**config.mk**
```make
export PLATFORM = sky130hd
export DESIGN_NAME = csr_access_sequencer
export DESIGN_NICKNAME = d
export VERILOG_FILES = /design/src/rtl/csr_access_sequencer.sv
export SDC_FILE = /design/constraint.sdc
export NUM_CORES = 1
export LEC_CHECK = 0
export CORE_ASPECT_RATIO = 0.9
export CORE_UTILIZATION = 40
export DETAILED_ROUTE_END_ITERATION = 8
export PLACE_DENSITY_LB_ADDON = 0.1
export SYNTH_ARGS = -nofsm -noshare
export SYNTH_HDL_FRONTEND = slang
export SYNTH_SLANG_ARGS = --single-unit
```
**constraint.sdc**
```tcl
create_clock -name clk_i -period 6 [get_ports clk_i]
set_clock_uncertainty 0.1 [all_clocks]
set_input_delay 0.9 -clock clk_i [delete_from_list [all_inputs] [get_ports clk_i]]
set_output_delay 0.9 -clock clk_i [all_outputs]
set_load 0.005 [all_outputs]
```
**src/rtl/csr_access_sequencer.sv**
```systemverilog
// Zicsr read-then-write sequencer for a single-port CSR file, arbitrating
// between the core pipeline (id 0) and the debug port (id 1, fixed priority).
module csr_access_sequencer #(
   parameter int unsigned C_XLEN = 32
) (
   input  logic              clk_i,
   input  logic              reset_i,
   input  logic              clk_en_i,

   input  logic              core_req_valid_i,
   output logic              core_req_ready_o,
   input  logic [11:0]       core_req_addr_i,
   input  logic [1:0]        core_req_op_i,
   input  logic [C_XLEN-1:0] core_req_src_i,
   input  logic              core_req_nowr_i,

   input  logic              dbg_req_valid_i,
   output logic              dbg_req_ready_o,
   input  logic [11:0]       dbg_req_addr_i,
   input  logic [1:0]        dbg_req_op_i,
   input  logic [C_XLEN-1:0] dbg_req_src_i,
   input  logic              dbg_req_nowr_i,

   output logic              rsp_valid_o,
   input  logic              rsp_ready_i,
   output logic              rsp_id_o,
   output logic [C_XLEN-1:0] rsp_data_o,
   output logic              rsp_err_o,

   output logic [11:0]       csr_addr_o,
   input  logic [C_XLEN-1:0] csr_rdata_i,
   input  logic              csr_illegal_i,
   output logic              csr_access_o,
   output logic [C_XLEN-1:0] csr_wdata_o
);

   localparam int unsigned AW = 12;
   localparam logic [1:0] OP_RSV = 2'b00;
   localparam logic [1:0] OP_RW  = 2'b01;
   localparam logic [1:0] OP_RS  = 2'b10;
   localparam logic [1:0] OP_RC  = 2'b11;

   typedef enum logic [1:0] {
      ST_IDLE  = 2'b00,
      ST_READ  = 2'b01,
      ST_WRITE = 2'b10,
      ST_RESP  = 2'b11
   } state_e;

   state_e            state_q;
   logic [AW-1:0]     addr_q;
   logic [1:0]        op_q;
   logic [C_XLEN-1:0] src_q;
   logic              nowr_q;
   logic              id_q;
   logic [C_XLEN-1:0] old_q;
   logic              access_q;
   logic [C_XLEN-1:0] wdata_q;
   logic              rsp_valid_q;
   logic              rsp_id_q;
   logic [C_XLEN-1:0] rsp_data_q;
   logic              rsp_err_q;

   logic              err_d;
   logic [C_XLEN-1:0] wdata_d;
   logic              idle_en;

   // Request acceptance is only possible in an enabled IDLE cycle; debug wins.
   assign idle_en          = clk_en_i & (state_q == ST_IDLE);
   assign dbg_req_ready_o  = idle_en & dbg_req_valid_i;
   assign core_req_ready_o = idle_en & core_req_valid_i & ~dbg_req_valid_i;

   assign csr_addr_o   = addr_q;
   assign csr_access_o = access_q & clk_en_i;
   assign csr_wdata_o  = wdata_q;
   assign rsp_valid_o  = rsp_valid_q;
   assign rsp_id_o     = rsp_id_q;
   assign rsp_data_o   = rsp_data_q;
   assign rsp_err_o    = rsp_err_q;

   // Error and write-data derivation from the READ-cycle read data.
   always_comb begin
      err_d   = csr_illegal_i | (op_q == OP_RSV);
      wdata_d = '0;
      case (op_q)
         OP_RW:   wdata_d = src_q;
         OP_RS:   wdata_d = csr_rdata_i | src_q;
         OP_RC:   wdata_d = csr_rdata_i & ~src_q;
         default: wdata_d = '0;
      endcase
   end

   always_ff @(posedge clk_i or posedge reset_i) begin
      if (reset_i) begin
         state_q     <= ST_IDLE;
         addr_q      <= '0;
         op_q        <= '0;
         src_q       <= '0;
         nowr_q      <= 1'b0;
         id_q        <= 1'b0;
         old_q       <= '0;
         access_q    <= 1'b0;
         wdata_q     <= '0;
         rsp_valid_q <= 1'b0;
         rsp_id_q    <= 1'b0;
         rsp_data_q  <= '0;
         rsp_err_q   <= 1'b0;
      end else if (clk_en_i) begin
         case (state_q)
            ST_IDLE: begin
               if (dbg_req_valid_i) begin
                  addr_q  <= dbg_req_addr_i;
                  op_q    <= dbg_req_op_i;
                  src_q   <= dbg_req_src_i;
                  nowr_q  <= dbg_req_nowr_i;
                  id_q    <= 1'b1;
                  state_q <= ST_READ;
               end else if (core_req_valid_i) begin
                  addr_q  <= core_req_addr_i;
                  op_q    <= core_req_op_i;
                  src_q   <= core_req_src_i;
                  nowr_q  <= core_req_nowr_i;
                  id_q    <= 1'b0;
                  state_q <= ST_READ;
               end
            end
            ST_READ: begin
               old_q <= csr_rdata_i;
               // Errors and suppressed writes skip the write strobe entirely.
               if (err_d || nowr_q) begin
                  state_q     <= ST_RESP;
                  rsp_valid_q <= 1'b1;
                  rsp_id_q    <= id_q;
                  rsp_err_q   <= err_d;
                  rsp_data_q  <= err_d ? '0 : csr_rdata_i;
               end else begin
                  state_q  <= ST_WRITE;
                  access_q <= 1'b1;
                  wdata_q  <= wdata_d;
               end
            end
            ST_WRITE: begin
               access_q    <= 1'b0;
               wdata_q     <= '0;
               state_q     <= ST_RESP;
               rsp_valid_q <= 1'b1;
               rsp_id_q    <= id_q;
               rsp_err_q   <= 1'b0;
               rsp_data_q  <= old_q;
            end
            ST_RESP: begin
               if (rsp_ready_i) begin
                  state_q     <= ST_IDLE;
                  rsp_valid_q <= 1'b0;
                  rsp_id_q    <= 1'b0;
                  rsp_data_q  <= '0;
                  rsp_err_q   <= 1'b0;
               end
            end
            default: state_q <= ST_IDLE;
         endcase
      end
   end

endmodule

```
# After elaboration in Yosys (flattened, before gate mapping)
# Index checks and enable logic that the tools add are counted.
# W data, S select, Z words.
# totals
ff_bits	150
latchBits	0
ramBits	0
romBits	0
inputBits	133
output_inout_bits	82
elab_cells	75
mem_count	0
# classes
add_sub_neg	0
n_mul	0
div_mod_pow	0
n_lt_le_gt_ge	0
n_eq_ne	10
n_shift	0
mux	31
n_bitwise	10
reduce_logical	11
# ops
operator	count
$mux W32	6
$pmux W32 S3	2
$pmux W32 S2	1
$and A32 B32 Y32	1
$not A32 Y32	1
$or A32 B32 Y32	1
$mux W12	2
$mux W1	10
$mux W2	5
$pmux W1 S3	3
$reduce_and A3 Y1	3
$eq A2 B2 Y1 const B	4
$pmux W2 S4	1
$ne A2 B2 Y1 const B	3
$and A1 B1 Y1	5
$eq A2 B1 Y1 const B	2
$logic_not A2 Y1	2
$reduce_and A4 Y1	1
$reduce_bool A2 Y1	2
$ne A3 B3 Y1 const B	1
$reduce_bool A3 Y1	1
$pmux W1 S2	1
$reduce_and A2 Y1	1
$logic_or A1 B1 Y1	1
2 further kinds	2

# Logic depth before layout (Yosys ltp)
# logic_depth
ltp_word	5
mapped_depth	7
depth_no_buf	6

# Worst setup path before layout
# OpenSTA, ideal clock, no wires.
# synth_path
path_kind	input to output
start	in dbg_req_valid_i
end	out core_req_ready_o
t_arrival_ps	1823
required_ps	5000
slack_ps	3177
stages	4
n_path_buf	3
path_cell_list	clkbuf_1 buf_2 buf_2 and4b_1
# synth_between
elab_chain_len	2
# synth_lines
element	line_no	rtl
from (decl)	17	input logic dbg_req_valid_i,
$not A1 Y1	71	assign core_req_ready_o = idle_en & core_req_valid_i & ~dbg_req_valid_i;
$and A1 B1 Y1	71	
to (decl)	11	output logic core_req_ready_o,
# No other way between the ends.

# Final worst setup path
# layout_path
start	in clk_en_i
end	reg rsp_data_q[31], in the netlist rsp_data_o[31]
# layout_between
elab_chain_len	1
# layout_lines
element	line_no	rtl
from (decl)	8	input logic clk_en_i,
$reduce_and A4 Y1 (no source line)	--	
to (signal assigned)	135	rsp_data_q <= err_d ? '0 : csr_rdata_i;
to (signal assigned)	149	rsp_data_q <= old_q;
to (decl)	61	logic [C_XLEN-1:0] rsp_data_q;
# No other way between the ends.
# A chain may end at the register's enable or synchronous reset.

==> impl_metrics.tcl <==
set metrics [dict create \
    status "finished clean" \
    yosysWarnings 0 \
    fin_setup_tns_ns 0 \
    grt.total_usage_pct 21.7 \
    whs_ns 0.386 \
    hold_class "flop to flop" \
    initial_core_util_pct 41.2 \
    critPathMaxStageDelay_ns 0.93 \
    p_leak_nw 4.33 \
    yosysMostFrequentCell "dfrtp_1" \
    io_pins 215 \
    cts_inserted_buffers 17 \
    drc_errors 0 \
    insertion_delay_ns 0.42 \
    synthesis.area_sq_um 6980 \
    ys_top_cells_by_count "dfrtp_1, o21ai_0, nand2_1" \
    cp.arrival_ns 3.55 \
    root_buffer "clkbuf_16" \
    place_area_sq_um 9300 \
    grt_pass1_vias 5549 \
    syn_inst 602 \
    wl_um 18700 \
    drtAntennaViolNets 0 \
    stdcell_area_sq_um 9940 \
    synth-main-ff-cell "dfrtp_1" \
    fmax_ghz 0.298 \
    slew_headroom_pct 15.6 \
    p_total_mw 4.61 \
    maxSlewViolCount 0 \
    gr-total-overflow 0 \
    io_buffers 214 \
    hold_viol 0 \
    htree_num_levels 4 \
    fin_crit_ns 3.35 \
    synth_area_leader_cell "dfrtp_1" \
    worstSetupPathType "primary input to flop" \
    synth_cell_types 33 \
    ir_drop_uv 331 \
    fin_util_pct 58.7 \
    vias 5509 \
    grt_max_degree 109 \
    fillCellCount 1378 \
    yosysSeqAreaShare_pct 53.8 \
    setup_violations 0 \
    layout-drive-gt1-share_pct 14.5 \
    synth-async-reset-ratio_pct 100 \
    avgSynthCellArea_sq_um 11.6 \
    area_growth_pct 42.5 \
    synth_top_area_share_pct 53.8 \
    power-per-cell-area_nw_per_um2 464 \
    postCtsSetupBuffers 0 \
    die_y_um 127 \
    finalCritPeriodShare_pct 55.9 \
    core_area_sq_um 16900 \
    die_width_um 141 \
    synth-edff-count 0 \
    antenna_found_initial 0 \
    cap_violations 0 \
    grt_setup_unrepaired "no" \
    start_kind "primary input" \
    row_count 45 \
    worstPathCellList "clkdlybuf4s50_1 -> o21ai_0 -> a211oi_4 -> buf_4 -> mux2_2" \
    cts_hold_buf 0 \
    clockBufferDepth 2 \
    crit_slowest_cell "a211oi_4" \
    ys_ff_latch 150 \
    fp.dieArea_sq_um 18000 \
    clock-sinks 150 \
    ctsResizeCount 0 \
    worstMarginPinSlew_ns 1.26 \
    hpwl_um 12700 \
    wire_per_inst_um 17.8 \
    drt-pass1-iter-count 5 \
    avgViaCountPerCell 5.26 \
    nNetsFinal 937 \
    path_clk_slew_ns 0.06 \
    synthTopCellsByArea "dfrtp_1, mux2_2, a22o_1" \
    cp_data_required_time_ns 6.19 \
    synth_nets 740 \
    path_max_fanout 18 \
    globalplace.congestion 0.754 \
    diodes 0 \
    grt_first_pass_wirelength_um 30000 \
    dr.first_iter.drc_count 319 \
    crit_path_end_kind "flop" \
    cts_tree "yes" \
]
-- metrics by stage --
step	setup slack (ns)	instances
floorplan	0.964	602
global placement	2.25	1015
detailed placement	2.22	1015
CTS	2.63	1047
global route	2.51	1047
finish	2.65	1047
-- routing by layer --
layer  up-vias  track usage (%)  part of all wire (%)
met4         0             6.71                  0.59
met3         6             5.47                   5.9
li1       2600                -                     -
met2       163             35.1                    48
met1      2740             28.6                    46
met5         -                0                     0
-- cell families after synthesis --
group                    after synthesis  synth area share (%)
AO/OA/AOI/OAI                        185                  18.4
flip-flops                           150                  53.8
multiplexers                         115                  17.7
AND/OR/NAND/NOR                       95                  5.72
buffers and inverters                 51                  3.30
adder cells (fa/ha/maj)                5                 0.897
XOR/XNOR                               1                 0.126
-- state kept, by name, indices dropped and copies added (netlist names) --
name	flops
csr_wdata_o	32
rsp_data_o	32
access_q	1
nowr_q	1
rsp_err_o	1
id_q	1
op_q	2
src_q	32
state_q	2
rsp_valid_o	1
old_q	32
csr_addr_o	12
rsp_id_o	1
-- placed cells by master, fill, tap and decap left out, drive strengths merged, types with 12 or more instances in the layout --
cell type and instances:
o211ai 32, o21ai 83, mux2i 47, a22o 63
mux2 68, clkbuf 24, dfrtp 150, clkdlybuf4s50 213
buf 12, nand2 81
-- critical path, delay by kind of cell --
family | cells | cell delay [ns]
compound gates | 2 | 1.17
buf+inv | 2 | 1.09
mux | 1 | 0.37
-- worst paths after layout --
path | startpoint | cells past startpoint | slack (ns) | endpoint
max | clk_en_i | 5 | 2.65 | rsp_data_o[31]
min | csr_addr_o[4] | 2 | 0.39 | csr_addr_o[4]
max reg2reg | state_q[1] | 6 | 2.97 | csr_wdata_o[15]
min reg2reg | csr_addr_o[4] | 2 | 0.39 | csr_addr_o[4]
max in group asynchronous | reset_i | 3 | 3.66 | old_q[15]
min in group asynchronous | reset_i | 2 | 0.98 | csr_wdata_o[7]
-- power by group --
group | switching [mW] | internal [mW] | leakage [nW]
clock network | 0.403 | 0.750 | 0.316
logic | 0.786 | 0.958 | 2.11
registers | 0.276 | 1.44 | 1.90
-- final cells by class --
type / count / area [sq um] / area share, %
clock buffers: 24 / 502 / 5.05
clock inverters: 8 / 143 / 1.43
inverters: 4 / 20.0 / 0.201
multi-input cells: 401 / 3010 / 30.3
flip-flops and latches: 150 / 3750 / 37.8
well taps: 235 / 294 / 2.96
repair buffers: 225 / 2220 / 22.3
No activity file was read; power rests on OpenSTA's default activity.
